File: config.mk
export PLATFORM = sky130hd
export DESIGN_NAME = mem_arbiter_flat
export DESIGN_NICKNAME = d
export VERILOG_FILES = /design/src/rtl/mem_arbiter_if.sv /design/src/rtl/mem_arbiter.sv /design/src/flat_wrapper.sv
export SDC_FILE = /design/constraint.sdc
export NUM_CORES = 1
export LEC_CHECK = 0
export BUFFER_PORTS_ARGS = -buffer_cell sky130_fd_sc_hd__buf_2
export CAP_MARGIN = 20
export CORE_AREA = 2 2 206 208
export DETAILED_ROUTE_END_ITERATION = 7
export DIE_AREA = 0 0 208 210
export PLACE_DENSITY = 0.46
export SYNTH_ARGS = -nofsm -noshare
export SYNTH_HDL_FRONTEND = slang
export SYNTH_SLANG_ARGS = --single-unit
export TNS_END_PERCENT = 20
File: constraint.sdc
create_clock -name clk -period 4.6 [get_ports clk]
set_input_delay 0.23 -clock clk [delete_from_list [all_inputs] [get_ports clk]]
set_output_delay 0.23 -clock clk [all_outputs]
set_load 0.02 [all_outputs]
File: src/rtl/mem_arbiter_if.sv
`default_nettype none
// ============================================================================
// mem_arbiter_if
//   Fetch / data / shared-memory bus bundle for mem_arbiter.
//   Rev 1.0 - initial release
// ============================================================================
`ifndef WORD
`define WORD 64
`endif

interface mem_arbiter_if;
    logic               f_req;
    logic [`WORD-1:0]   f_addr;
    logic               f_ready;
    logic [`WORD-1:0]   f_rdata;

    logic               d_req;
    logic               d_we;
    logic [`WORD-1:0]   d_addr;
    logic [`WORD-1:0]   d_wdata;
    logic               d_ready;
    logic [`WORD-1:0]   d_rdata;

    logic [`WORD-1:0]   mem_address;
    logic [`WORD-1:0]   mem_write_data;
    logic               mem_read;
    logic               mem_write;
    logic [`WORD-1:0]   mem_read_data;

    logic               busy;

    // Arbiter side: serves the two requesters and drives the memory strobes.
    modport slave (
        input  f_req, f_addr, d_req, d_we, d_addr, d_wdata, mem_read_data,
        output f_ready, f_rdata, d_ready, d_rdata,
        output mem_address, mem_write_data, mem_read, mem_write, busy
    );

    // Requester / memory side.
    modport master (
        output f_req, f_addr, d_req, d_we, d_addr, d_wdata, mem_read_data,
        input  f_ready, f_rdata, d_ready, d_rdata,
        input  mem_address, mem_write_data, mem_read, mem_write, busy
    );
endinterface

`default_nettype wire

File: src/rtl/mem_arbiter.sv
`default_nettype none
// ============================================================================
// mem_arbiter
//   Shares one memory port between instruction fetch and the data stage.
//   Define MEM_ARB_RR_EN for round-robin arbitration (default: data priority).
//   Rev 1.0 - initial release
// ============================================================================
`ifndef WORD
`define WORD 64
`endif

module mem_arbiter #(
    parameter int LATENCY = 2
) (
    input  wire logic       clk,
    input  wire logic       reset,
    mem_arbiter_if.slave    bus
);

    localparam logic [1:0] C_IDLE     = 2'd0;
    localparam logic [1:0] C_BUSY     = 2'd1;
    localparam logic [1:0] C_RESP     = 2'd2;
    localparam logic [3:0] C_CNT_INIT = 4'(LATENCY - 1);

    logic [1:0]         r_state;
    logic [3:0]         r_count;
    logic               r_owner_data;
    logic               r_we;
    logic [`WORD-1:0]   r_addr;
    logic [`WORD-1:0]   r_wdata;
    logic [`WORD-1:0]   r_f_rdata;
    logic [`WORD-1:0]   r_d_rdata;
    logic               w_any_req;
    logic               w_grant_data;

    assign w_any_req = bus.f_req | bus.d_req;

`ifdef MEM_ARB_RR_EN
    // Remembers whether the last grant went to data; reset value makes the
    // first tie go to data.
    logic r_last_data;

    always_comb begin
        w_grant_data = bus.d_req & (~bus.f_req | ~r_last_data);
    end

    always_ff @(posedge clk) begin
        if (reset) begin
            r_last_data <= 1'b0;
        end else if (r_state == C_IDLE && w_any_req) begin
            r_last_data <= w_grant_data;
        end
    end
`else
    always_comb begin
        w_grant_data = bus.d_req;
    end
`endif

    always_ff @(posedge clk) begin
        if (reset) begin
            r_state      <= C_IDLE;
            r_count      <= 4'd0;
            r_owner_data <= 1'b0;
            r_we         <= 1'b0;
            r_addr       <= '0;
            r_wdata      <= '0;
            r_f_rdata    <= '0;
            r_d_rdata    <= '0;
        end else begin
            case (r_state)
                C_IDLE: begin
                    if (w_any_req) begin
                        r_state      <= C_BUSY;
                        r_count      <= C_CNT_INIT;
                        r_owner_data <= w_grant_data;
                        r_we         <= w_grant_data & bus.d_we;
                        r_addr       <= w_grant_data ? bus.d_addr : bus.f_addr;
                        r_wdata      <= w_grant_data ? bus.d_wdata : '0;
                    end
                end
                C_BUSY: begin
                    if (r_count == 4'd0) begin
                        r_state <= C_RESP;
                        // Only the owner's read register sees the memory result.
                        if (!r_we) begin
                            if (r_owner_data) begin
                                r_d_rdata <= bus.mem_read_data;
                            end else begin
                                r_f_rdata <= bus.mem_read_data;
                            end
                        end
                    end else begin
                        r_count <= r_count - 4'd1;
                    end
                end
                C_RESP: begin
                    r_state <= C_IDLE;
                end
                default: begin
                    r_state <= C_IDLE;
                end
            endcase
        end
    end

    assign bus.busy           = (r_state != C_IDLE);
    assign bus.mem_read       = (r_state == C_BUSY) & ~r_we;
    assign bus.mem_write      = (r_state == C_BUSY) &  r_we;
    assign bus.mem_address    = r_addr;
    assign bus.mem_write_data = r_wdata;
    assign bus.f_ready        = (r_state == C_RESP) & ~r_owner_data;
    assign bus.d_ready        = (r_state == C_RESP) &  r_owner_data;
    assign bus.f_rdata        = r_f_rdata;
    assign bus.d_rdata        = r_d_rdata;

endmodule

`default_nettype wire

File: src/flat_wrapper.sv
// flat-port wrapper written by rule: the top's interface ports become plain ports
module mem_arbiter_flat 
#(
    parameter int LATENCY = 2
)
  (clk, reset, bus_f_req, bus_f_addr, bus_d_req, bus_d_we, bus_d_addr, bus_d_wdata, bus_mem_read_data, bus_f_ready, bus_f_rdata, bus_d_ready, bus_d_rdata, bus_mem_address, bus_mem_write_data, bus_mem_read, bus_mem_write, bus_busy);
  mem_arbiter_if bus_i ();
  input  wire logic clk;
  input  wire logic reset;
  input wire logic [$bits(bus_i.f_req)-1:0] bus_f_req;
  input wire logic [$bits(bus_i.f_addr)-1:0] bus_f_addr;
  input wire logic [$bits(bus_i.d_req)-1:0] bus_d_req;
  input wire logic [$bits(bus_i.d_we)-1:0] bus_d_we;
  input wire logic [$bits(bus_i.d_addr)-1:0] bus_d_addr;
  input wire logic [$bits(bus_i.d_wdata)-1:0] bus_d_wdata;
  input wire logic [$bits(bus_i.mem_read_data)-1:0] bus_mem_read_data;
  output wire logic [$bits(bus_i.f_ready)-1:0] bus_f_ready;
  output wire logic [$bits(bus_i.f_rdata)-1:0] bus_f_rdata;
  output wire logic [$bits(bus_i.d_ready)-1:0] bus_d_ready;
  output wire logic [$bits(bus_i.d_rdata)-1:0] bus_d_rdata;
  output wire logic [$bits(bus_i.mem_address)-1:0] bus_mem_address;
  output wire logic [$bits(bus_i.mem_write_data)-1:0] bus_mem_write_data;
  output wire logic [$bits(bus_i.mem_read)-1:0] bus_mem_read;
  output wire logic [$bits(bus_i.mem_write)-1:0] bus_mem_write;
  output wire logic [$bits(bus_i.busy)-1:0] bus_busy;
  assign bus_i.f_req = bus_f_req;
  assign bus_i.f_addr = bus_f_addr;
  assign bus_i.d_req = bus_d_req;
  assign bus_i.d_we = bus_d_we;
  assign bus_i.d_addr = bus_d_addr;
  assign bus_i.d_wdata = bus_d_wdata;
  assign bus_i.mem_read_data = bus_mem_read_data;
  assign bus_f_ready = bus_i.f_ready;
  assign bus_f_rdata = bus_i.f_rdata;
  assign bus_d_ready = bus_i.d_ready;
  assign bus_d_rdata = bus_i.d_rdata;
  assign bus_mem_address = bus_i.mem_address;
  assign bus_mem_write_data = bus_i.mem_write_data;
  assign bus_mem_read = bus_i.mem_read;
  assign bus_mem_write = bus_i.mem_write;
  assign bus_busy = bus_i.busy;
  mem_arbiter #(.LATENCY(LATENCY)) u_core (.clk(clk), .reset(reset), .bus(bus_i));
endmodule
; ---- After elaboration in Yosys (flattened, before gate mapping)
; Index checks and enable logic that the tools add are counted.
[word_totals]
reg_bits = 264
inputBits = 261
output_inout_bits = 261
wordCells = 39
[classes]
addsub = 1
n_eq_ne = 5
n_mux = 8
bitwise_logic = 8
n_reduce_logical = 9
[ops]
columns = op, n
row1 = 64-bit two-way mux, 2
row2 = 4-bit two-way mux, 2
row3 = 4-bit one-hot mux with 2 select lines, 1
row4 = 4-bit AND reduction, 2
row5 = 1-bit bitwise AND, 5
row6 = 4-bit zero test, 1
row7 = 2-bit two-way mux, 2
row8 = 2-bit by 1-bit != test with 1-bit output (second input constant), 2
row9 = 2-bit one-hot mux with 2 select lines, 1
row10 = 2-bit AND reduction, 2
row11 = 2-bit nonzero test, 2
row12 = 4-bit by 1-bit subtractor with 4-bit output (second input constant), 1
row13 = 3-bit AND reduction, 1
row14 = 2-bit by 1-bit == test with 1-bit output (second input constant), 1
row15 = 2-bit == test (second input constant), 1
row16 = 2-bit zero test, 1
row17 = 2-bit != test (second input constant), 1
row18 = 1-bit NOT, 2
row19 = 1-bit bitwise OR, 1

; ---- Logic depth before layout (Yosys ltp)
; Gate-level depths: netlist (run 1).
[depth]
word_depth = 3
mapped_depth = 8
depth_no_buf = 5

; ---- Least setup slack after synthesis (run 1)
; OpenSTA, ideal clock, no wires.
[synth_path]
kind = flip-flop to flip-flop
startpoint = register u_core.r_count[0]
endpoint = register u_core.r_f_rdata[18] (netlist: u_core.bus.f_rdata[18])
arrival_time_ps = 1813
t_required_ps = 4480
slack_ps = 2668
path_stages_with_launch = 9
n_path_buf = 3
cell_sequence = dfxtp_1 -> inv_1 -> ha_1 -> or3b_1 -> or4_1 -> clkbuf_1 -> buf_6 -> buf_6 -> mux2i_1
[synth_between]
elab_chain_cells = 2
[synth_lines]
columns = item, line
row1 = "start, declared", mem_arbiter.sv:26  ; logic [3:0] r_count;
row2 = "start signal, assigned", mem_arbiter.sv:94  ; r_count <= r_count - 4'd1;
row3 = 4-bit zero test, mem_arbiter.sv:83  ; if (r_count == 4'd0) begin
row4 = 4-bit AND reduction (no line), --
row5 = "end signal, assigned", mem_arbiter.sv:90  ; r_f_rdata <= bus.mem_read_data;
row6 = "end, declared", mem_arbiter.sv:31  ; logic [`WORD-1:0] r_f_rdata;
; Every way passes these cells.
; A chain may end at the register's enable or synchronous reset.

; ---- Worst setup path after layout (run 1)
[layout_path]
startpoint = register u_core.r_count[0]
endpoint = register u_core.r_f_rdata[25] (netlist: u_core.bus.f_rdata[25])
; The elaborated chain is that of the path after synthesis.

==> results of run 1 <==
cell usage after synthesis:
master | n | share of area, %
ha_1 | 2 | 0.24
and2_0 | 1 | 0.060
or2_2 | 1 | 0.060
buf_6 | 2 | 0.22
and2_1 | 1 | 0.060
nor4_1 | 1 | 0.060
a22oi_1 | 1 | 0.072
nor2_1 | 5 | 0.18
clkbuf_1 | 54 | 1.9
nand2_1 | 1 | 0.036
nor3b_1 | 3 | 0.22
or4_1 | 3 | 0.22
nor4bb_1 | 1 | 0.096
inv_1 | 4 | 0.14
nor3_1 | 2 | 0.096
nand2b_1 | 193 | 12
a21o_1 | 2 | 0.14
dfxtp_1 | 264 | 51
or3_1 | 2 | 0.12
buf_4 | 1 | 0.072
mux2i_1 | 192 | 18
buf_1 | 8 | 0.29
o221ai_1 | 1 | 0.084
and3b_1 | 1 | 0.084
nor2b_1 | 1 | 0.060
a21oi_1 | 68 | 3.3
or3b_1 | 1 | 0.084
a211oi_1 | 65 | 4.7
buf_2 | 21 | 1.0
a22o_1 | 65 | 5.5
o21ai_0 | 2 | 0.096
worst max path at each step:
stage                                               from                             endpoint  slack, ns  cells after the start
after global placement    u_core.r_count[0]$_SDFFE_PP0P_   u_core.bus.f_rdata[4]$_SDFFE_PP0P_       2.17                      5
final                     u_core.r_count[0]$_SDFFE_PP0P_  u_core.bus.f_rdata[25]$_SDFFE_PP0P_       2.14                      5
after CTS                 u_core.r_count[0]$_SDFFE_PP0P_  u_core.bus.d_rdata[20]$_SDFFE_PP0P_       2.07                      5
after detailed placement  u_core.r_count[0]$_SDFFE_PP0P_  u_core.bus.d_rdata[20]$_SDFFE_PP0P_       2.13                      5
after global routing      u_core.r_count[0]$_SDFFE_PP0P_  u_core.bus.d_rdata[20]$_SDFFE_PP0P_       1.88                      5
after floorplan           u_core.r_count[0]$_SDFFE_PP0P_  u_core.bus.f_rdata[18]$_SDFFE_PP0P_       2.67                      8
per-stage QoR:
stage	worst slack (ns)	instance area, sq um	instances	power, W
final	2.14	16000	2166	0.00631
after global routing	1.88	16000	2166	0.00660
after CTS	2.07	16000	2166	0.00640
after global placement	2.17	13500	1952	0.00379
after floorplan	2.67	10400	969	0.00333
after detailed placement	2.13	13500	1952	0.00379
worst reg2reg max path: cells and delay by family (launching register included):
family,cells,cell delay (ns)
AND/OR/NAND/NOR,2,1.45
flip-flops,1,0.30
multiplexers,1,0.29
adder cells (fa/ha/maj),1,0.17
buffers and inverters,1,0.10
layout make-up:
| cell class | instances | area (sq um) | share of cell area, % |
|---|---|---|---|
| inverter | 4 | 15.0 | 0.0936 |
| clock inverter | 16 | 143 | 0.889 |
| timing repair buffer | 686 | 4260 | 26.5 |
| clock buffer | 42 | 887 | 5.53 |
| sequential | 264 | 5290 | 32.9 |
| tap | 539 | 674 | 4.20 |
| multi-input combinational | 615 | 4780 | 29.8 |
sequential cells by signal, indices dropped and copies added (netlist names):
signal	flops
u_core.r_owner_data	1
u_core.bus.mem_address	64
u_core.r_state	2
u_core.r_count	4
u_core.bus.mem_write_data	64
u_core.bus.d_rdata	64
u_core.bus.f_rdata	64
u_core.r_we	1
per-layer routing:
metal	vias to the layer above	wire, microns	track usage [%]
met5	-	0	0
met4	0	1320	6.26
met3	72	2080	3.44
met2	332	17100	26.9
met1	4369	15700	19.2
li1	4706	-	-
where the power goes:
group	switching [W]	internal, W	leakage [nW]
Sequential	0.0000997	0.00248	2.16
Combinational	0.000736	0.000534	5.09
Clock	0.00101	0.00146	0.513
cells in the final DEF (no fill, tap or decap), types with 2 or more instances in the layout:
cell type	count
nor3_1	2
dlygate4sd3_1	156
dfxtp_1	264
ha_1	2
o21ai_0	2
nor3b_1	2
clkinvlp_4	2
a22o_1	65
or3_1	2
clkinv_2	10
nor2_4	2
nand2b_1	193
clkbuf_16	31
mux2i_1	192
a21o_1	2
or4_1	2
bufinv_16	2
clkbuf_1	4
nor2_1	3
clkbuf_8	7
inv_1	4
a211oi_1	65
buf_2	519
buf_4	9
a21oi_1	67
cells by family after synthesis:
logic type / Yosys count
flip-flops: 264
AND/OR/NAND/NOR: 217
AO/OA/AOI/OAI: 204
multiplexers: 192
buffers and inverters: 90
adder cells (fa/ha/maj): 2
timing repair:
action | 4_1_cts | 5_1_grt
setup endpoints to repair | 0 | 0
gates resized for setup | 0 | 0
hold buffers | 156 | 0
hold endpoints to repair | 208 | 0
==> results.toml, run 1 <==
[status]
status = "complete, no violations"

[critical_path]
cpLargestDelayFamily = "simple AND/OR/NAND/NOR gates"
worstPathRequired_ns = 5.02
slowest_stage = "or4_2"
rr_startpoint = "u_core.r_count[0]$_SDFFE_PP0P_"
ff2ff_setup_slack_ns = 2.14
r2r_end = "u_core.bus.f_rdata[25]$_SDFFE_PP0P_"
cp-start-kind = "register"
crit_path_max_incr_delay_ns = 1.04
path_cells = "inv_1 -> ha_1 -> or3b_1 -> or4_2 -> mux2i_1"
rr_worst_depth = 5
cp.arrival_ns = 2.88
worstSetupPathType = "register to register"
crit_fanout = 29
cp.buffers_inverters = 1
endpoint_kind = "register"

[clock_tree]
ctsRootBufferMaster = "clkbuf_16"
htreeDepth = 1
cts_tree = "done"
cts_buffers = 31
cts.path.max_buffers = 3
cts_setup_buffers = 0
cts.sinks = 264
clk_pin_slew_worst_paths_ns = 0.06
clk_latency_ns = 0.57

[grt]
grt_usage_pct = 15.7
grt_overflow = 0
grt_pass1_vias = 9867
grt_antenna_before_repair = 0
grt_max_degree = 136
grt_pass1_wl_microns = 55300

[synth]
synth_cells = 969
mappedNetlistNets = 1232
yosys_warnings = 0
yosys.area_share.simple_pct = 13.0
yosysSeqAreaShare_pct = 50.8
synthMuxAreaShare_pct = 18.5
yosys.area_share.adder_pct = 0.240
synth_top_family_by_area = "multiplexers"
yosys.cell_types.count = 31
synth.avg_cell_area_sq_um = 10.7
synth-xor-area-share_pct = 0
synth-compound-area-share_pct = 13.8
synth_seq_cells = 264
synth_area_sq_um = 10400

[placed_design]
place.gp.congestion = 0.752
hpwl_microns = 24600
io_buffers = 521

[timing]
finalSetupTns_ns = 0
slew_violations = 0
setup_viol = 0
whs_ns = 0.0202
fin_crit_ns = 2.46
slew_headroom_pct = 35.3
rsz0062_at_grt = "no"
max_clock_freq_mhz = 406
worst_pin_slew_ns = 0.971
period_share_pct = 53.6
fin_worst_skew_ns = 0.0159
hold_violations = 0

[layout]
nFillCells = 4173
drive_gt1_share_pct = 36.4
diodes = 0
nets = 1865
synthToLayoutAreaGrowth_pct = 54.1
finish.utilization_pct = 38.7

[drt]
drt_iter0_drc = 449
ant_nets = 0
vias = 9479
routed_wl_microns = 36100
drcViolationCount = 0
routedWlPerCell_microns = 16.7
via_per_inst = 4.38
drt-pass1-iter-count = 4

[min_path]
hold_end = "u_core.bus.d_rdata[27]$_SDFFE_PP0P_"
min_from = "bus_mem_read_data[27]"
worstHoldPathCells = 3
hold_class = "input pin to register"

[die]
die_area_sq_um = 43700
ios = 522
initial_core_util_pct = 25.1
die_y_microns = 210
core_sq_um = 41500
die_w_microns = 208
row_count = 75

[power_and_ir_drop]
peakVddDrop_mv = 0.206
p_per_area_nw_per_um2 = 393
power_leakage_nw = 7.77

[job]
drv_cap = 0
Power figures use the tool's default switching activity.
==> inputs of run 2 (changes only) <==
PLACE_DENSITY = 0.48   (was 0.46)
clock period = 2.21 ns   (was 4.6 ns; I/O delays follow)
==> results.toml, run 2 (synthesized netlist as in run 1, its figures left out) <==
[clock_tree]
ctsRootBufferMaster = "clkbuf_16"
clk_latency_ns = 0.52
htreeDepth = 2
cts_tree = "done"
clk_pin_slew_worst_paths_ns = 0.06
cts_resized = 0
cts.sinks = 264
cts_buffers = 34
cts.path.max_buffers = 3

[power_and_ir_drop]
switching_share_pct = 27.7
clock_power_share_pct = 41.9
p_per_area_nw_per_um2 = 815
power_frac_comb_pct = 20.2
p_total_w = 0.0141
power_leakage_nw = 8.32
peakVddDrop_mv = 0.530
p_switching_w = 0.00392
p_int_w = 0.0102
p_seq_share_pct = 37.9

[timing]
hold_violations = 0
period_share_pct = 95.3
setup_viol = 0
worst_pin_slew_ns = 0.682
rsz0062_at_grt = "no"
finalSetupTns_ns = 0
slew_headroom_pct = 54.6
slew_violations = 0
max_clock_freq_mhz = 475
fin_crit_ns = 2.11
fin_worst_skew_ns = 0.0187

[placed_design]
place_inst = 1959
place.gp.congestion = 0.770
place_area_sq_um = 13600
hpwl_microns = 24500
io_buffers = 521

[drt]
drt-pass1-iter-count = 5
ant_nets = 0
vias = 9909
routedWlPerCell_microns = 16.1
via_per_inst = 4.37
drt_iter0_drc = 406
drcViolationCount = 0
routed_wl_microns = 36500

[layout]
layout_common_cells = "buf_2 (519), dfxtp_1 (264), dlygate4sd3_1 (251), nand2b_1 (193), mux2i_1 (192)"
nFillCells = 4065
regArea_sq_um = 5290
multi_input_area_sq_um = 4780
stdcell_count = 2268
nets = 1970
postLayoutCellArea_sq_um = 17400
synthToLayoutAreaGrowth_pct = 66.7
drive_gt1_share_pct = 34.7
final_common_cell = "buf_2"

[critical_path]
cp.arrival_ns = 2.49
rr_worst_depth = 6
rr_startpoint = "u_core.r_count[0]$_SDFFE_PP0P_"
endpoint_kind = "register"
path_cells = "inv_1 -> ha_1 -> or3b_1 -> or4_2 -> buf_12 -> mux2i_1"
worstSetupPathType = "register to register"
cp-start-kind = "register"
slowest_stage = "or4_2"
r2r_end = "u_core.bus.f_rdata[15]$_SDFFE_PP0P_"
crit_start = "u_core.r_count[0]$_SDFFE_PP0P_"
crit_fanout = 29
crit_path_max_incr_delay_ns = 0.60
ff2ff_setup_slack_ns = 0.10
worstPathRequired_ns = 2.60

[grt]
grt_max_degree = 105
grt_usage_pct = 15.9
grt_antenna_before_repair = 1
grt_pass1_wl_microns = 55900
grt_pass1_vias = 10400
grt_overflow = 0

[die]
die_area_sq_um = 43700
die_w_microns = 208
core_sq_um = 41500
ios = 522
initial_core_util_pct = 25.1
row_count = 75
die_y_microns = 210

[job]
drv_cap = 0

[min_path]
hold_class = "input pin to register"
worstHoldPathCells = 3
min_from = "bus_f_addr[10]"
hold_end = "u_core.bus.mem_address[10]$_SDFFE_PP0P_"

[status]
status = "complete, no violations"
-- run 2: cell types whose count changed in the layout (fill, tap and decap cells not counted), sizes merged, moves of 2 or more --
cell	before	now
inv	5	7
buf	530	537
bufinv	2	6
dlygate4sd3	156	251
clkinv	11	4
-- run 2: how the worst max path moves through the flow --
stage,endpoint
2_1_floorplan,u_core.bus.f_rdata[18]$_SDFFE_PP0P_
3_3_place_gp,u_core.bus.f_rdata[5]$_SDFFE_PP0P_
3_5_place_dp,u_core.bus.f_rdata[15]$_SDFFE_PP0P_
4_1_cts,u_core.bus.f_rdata[15]$_SDFFE_PP0P_
5_1_grt,u_core.bus.f_rdata[19]$_SDFFE_PP0P_
6_report,u_core.bus.f_rdata[15]$_SDFFE_PP0P_
-- run 2: timing repair --
item,4_1_cts,5_1_grt
hold endpoints to repair,260,1
buffers inserted,0,0
hold buffers,250,1
-- run 2: power by group through the flow --
stage / sequential [W] / clock, W / combinational [W]
after floorplan: 0.00591 / 0 / 0.00102
after global placement: 0.00545 / 0 / 0.00248
after detailed placement: 0.00546 / 0 / 0.00249
after CTS: 0.00536 / 0.00616 / 0.00288
after global routing: 0.00541 / 0.00638 / 0.00307
final: 0.00537 / 0.00592 / 0.00286
-- run 2: worst max-delay path: cells and delay by family (launching register included) --
family,cells,cell delay [ns]
and+or+nand+nor,2,1.01
buffers and inverters,2,0.34
DFF,1,0.30
adders and majority gates,1,0.16
muxes,1,0.14
-- run 2: per-layer routing --
metal / up-vias / part of all wire (%) / GRT usage (%)
li1: 4912 / - / -
met1: 4554 / 41 / 18.4
met2: 368 / 48 / 27.5
met3: 75 / 7.1 / 5.20
met4: 0 / 3.4 / 5.99
met5: - / 0 / 0
-- run 2: per-stage QoR --
stage,hold WS (ns),util (%),setup WS [ns]
after global placement,0.321,32.9,0.145
after detailed placement,0.324,32.9,0.136
final,0.0345,41.8,0.103
after CTS,0.00350,41.8,0.102
after global routing,0.0122,41.8,0.00407
after floorplan,0.236,-,0.278
-- run 2: cell type report --
type / count / area share, %
Clock inverter: 14 / 1.39
Tap cell: 539 / 3.89
Clock buffer: 43 / 5.51
Inverter: 4 / 0.0865
Sequential cell: 264 / 30.4
Antenna cell: 1 / 0.0144
Timing Repair Buffer: 788 / 31.1
Multi-Input combinational cell: 615 / 27.6
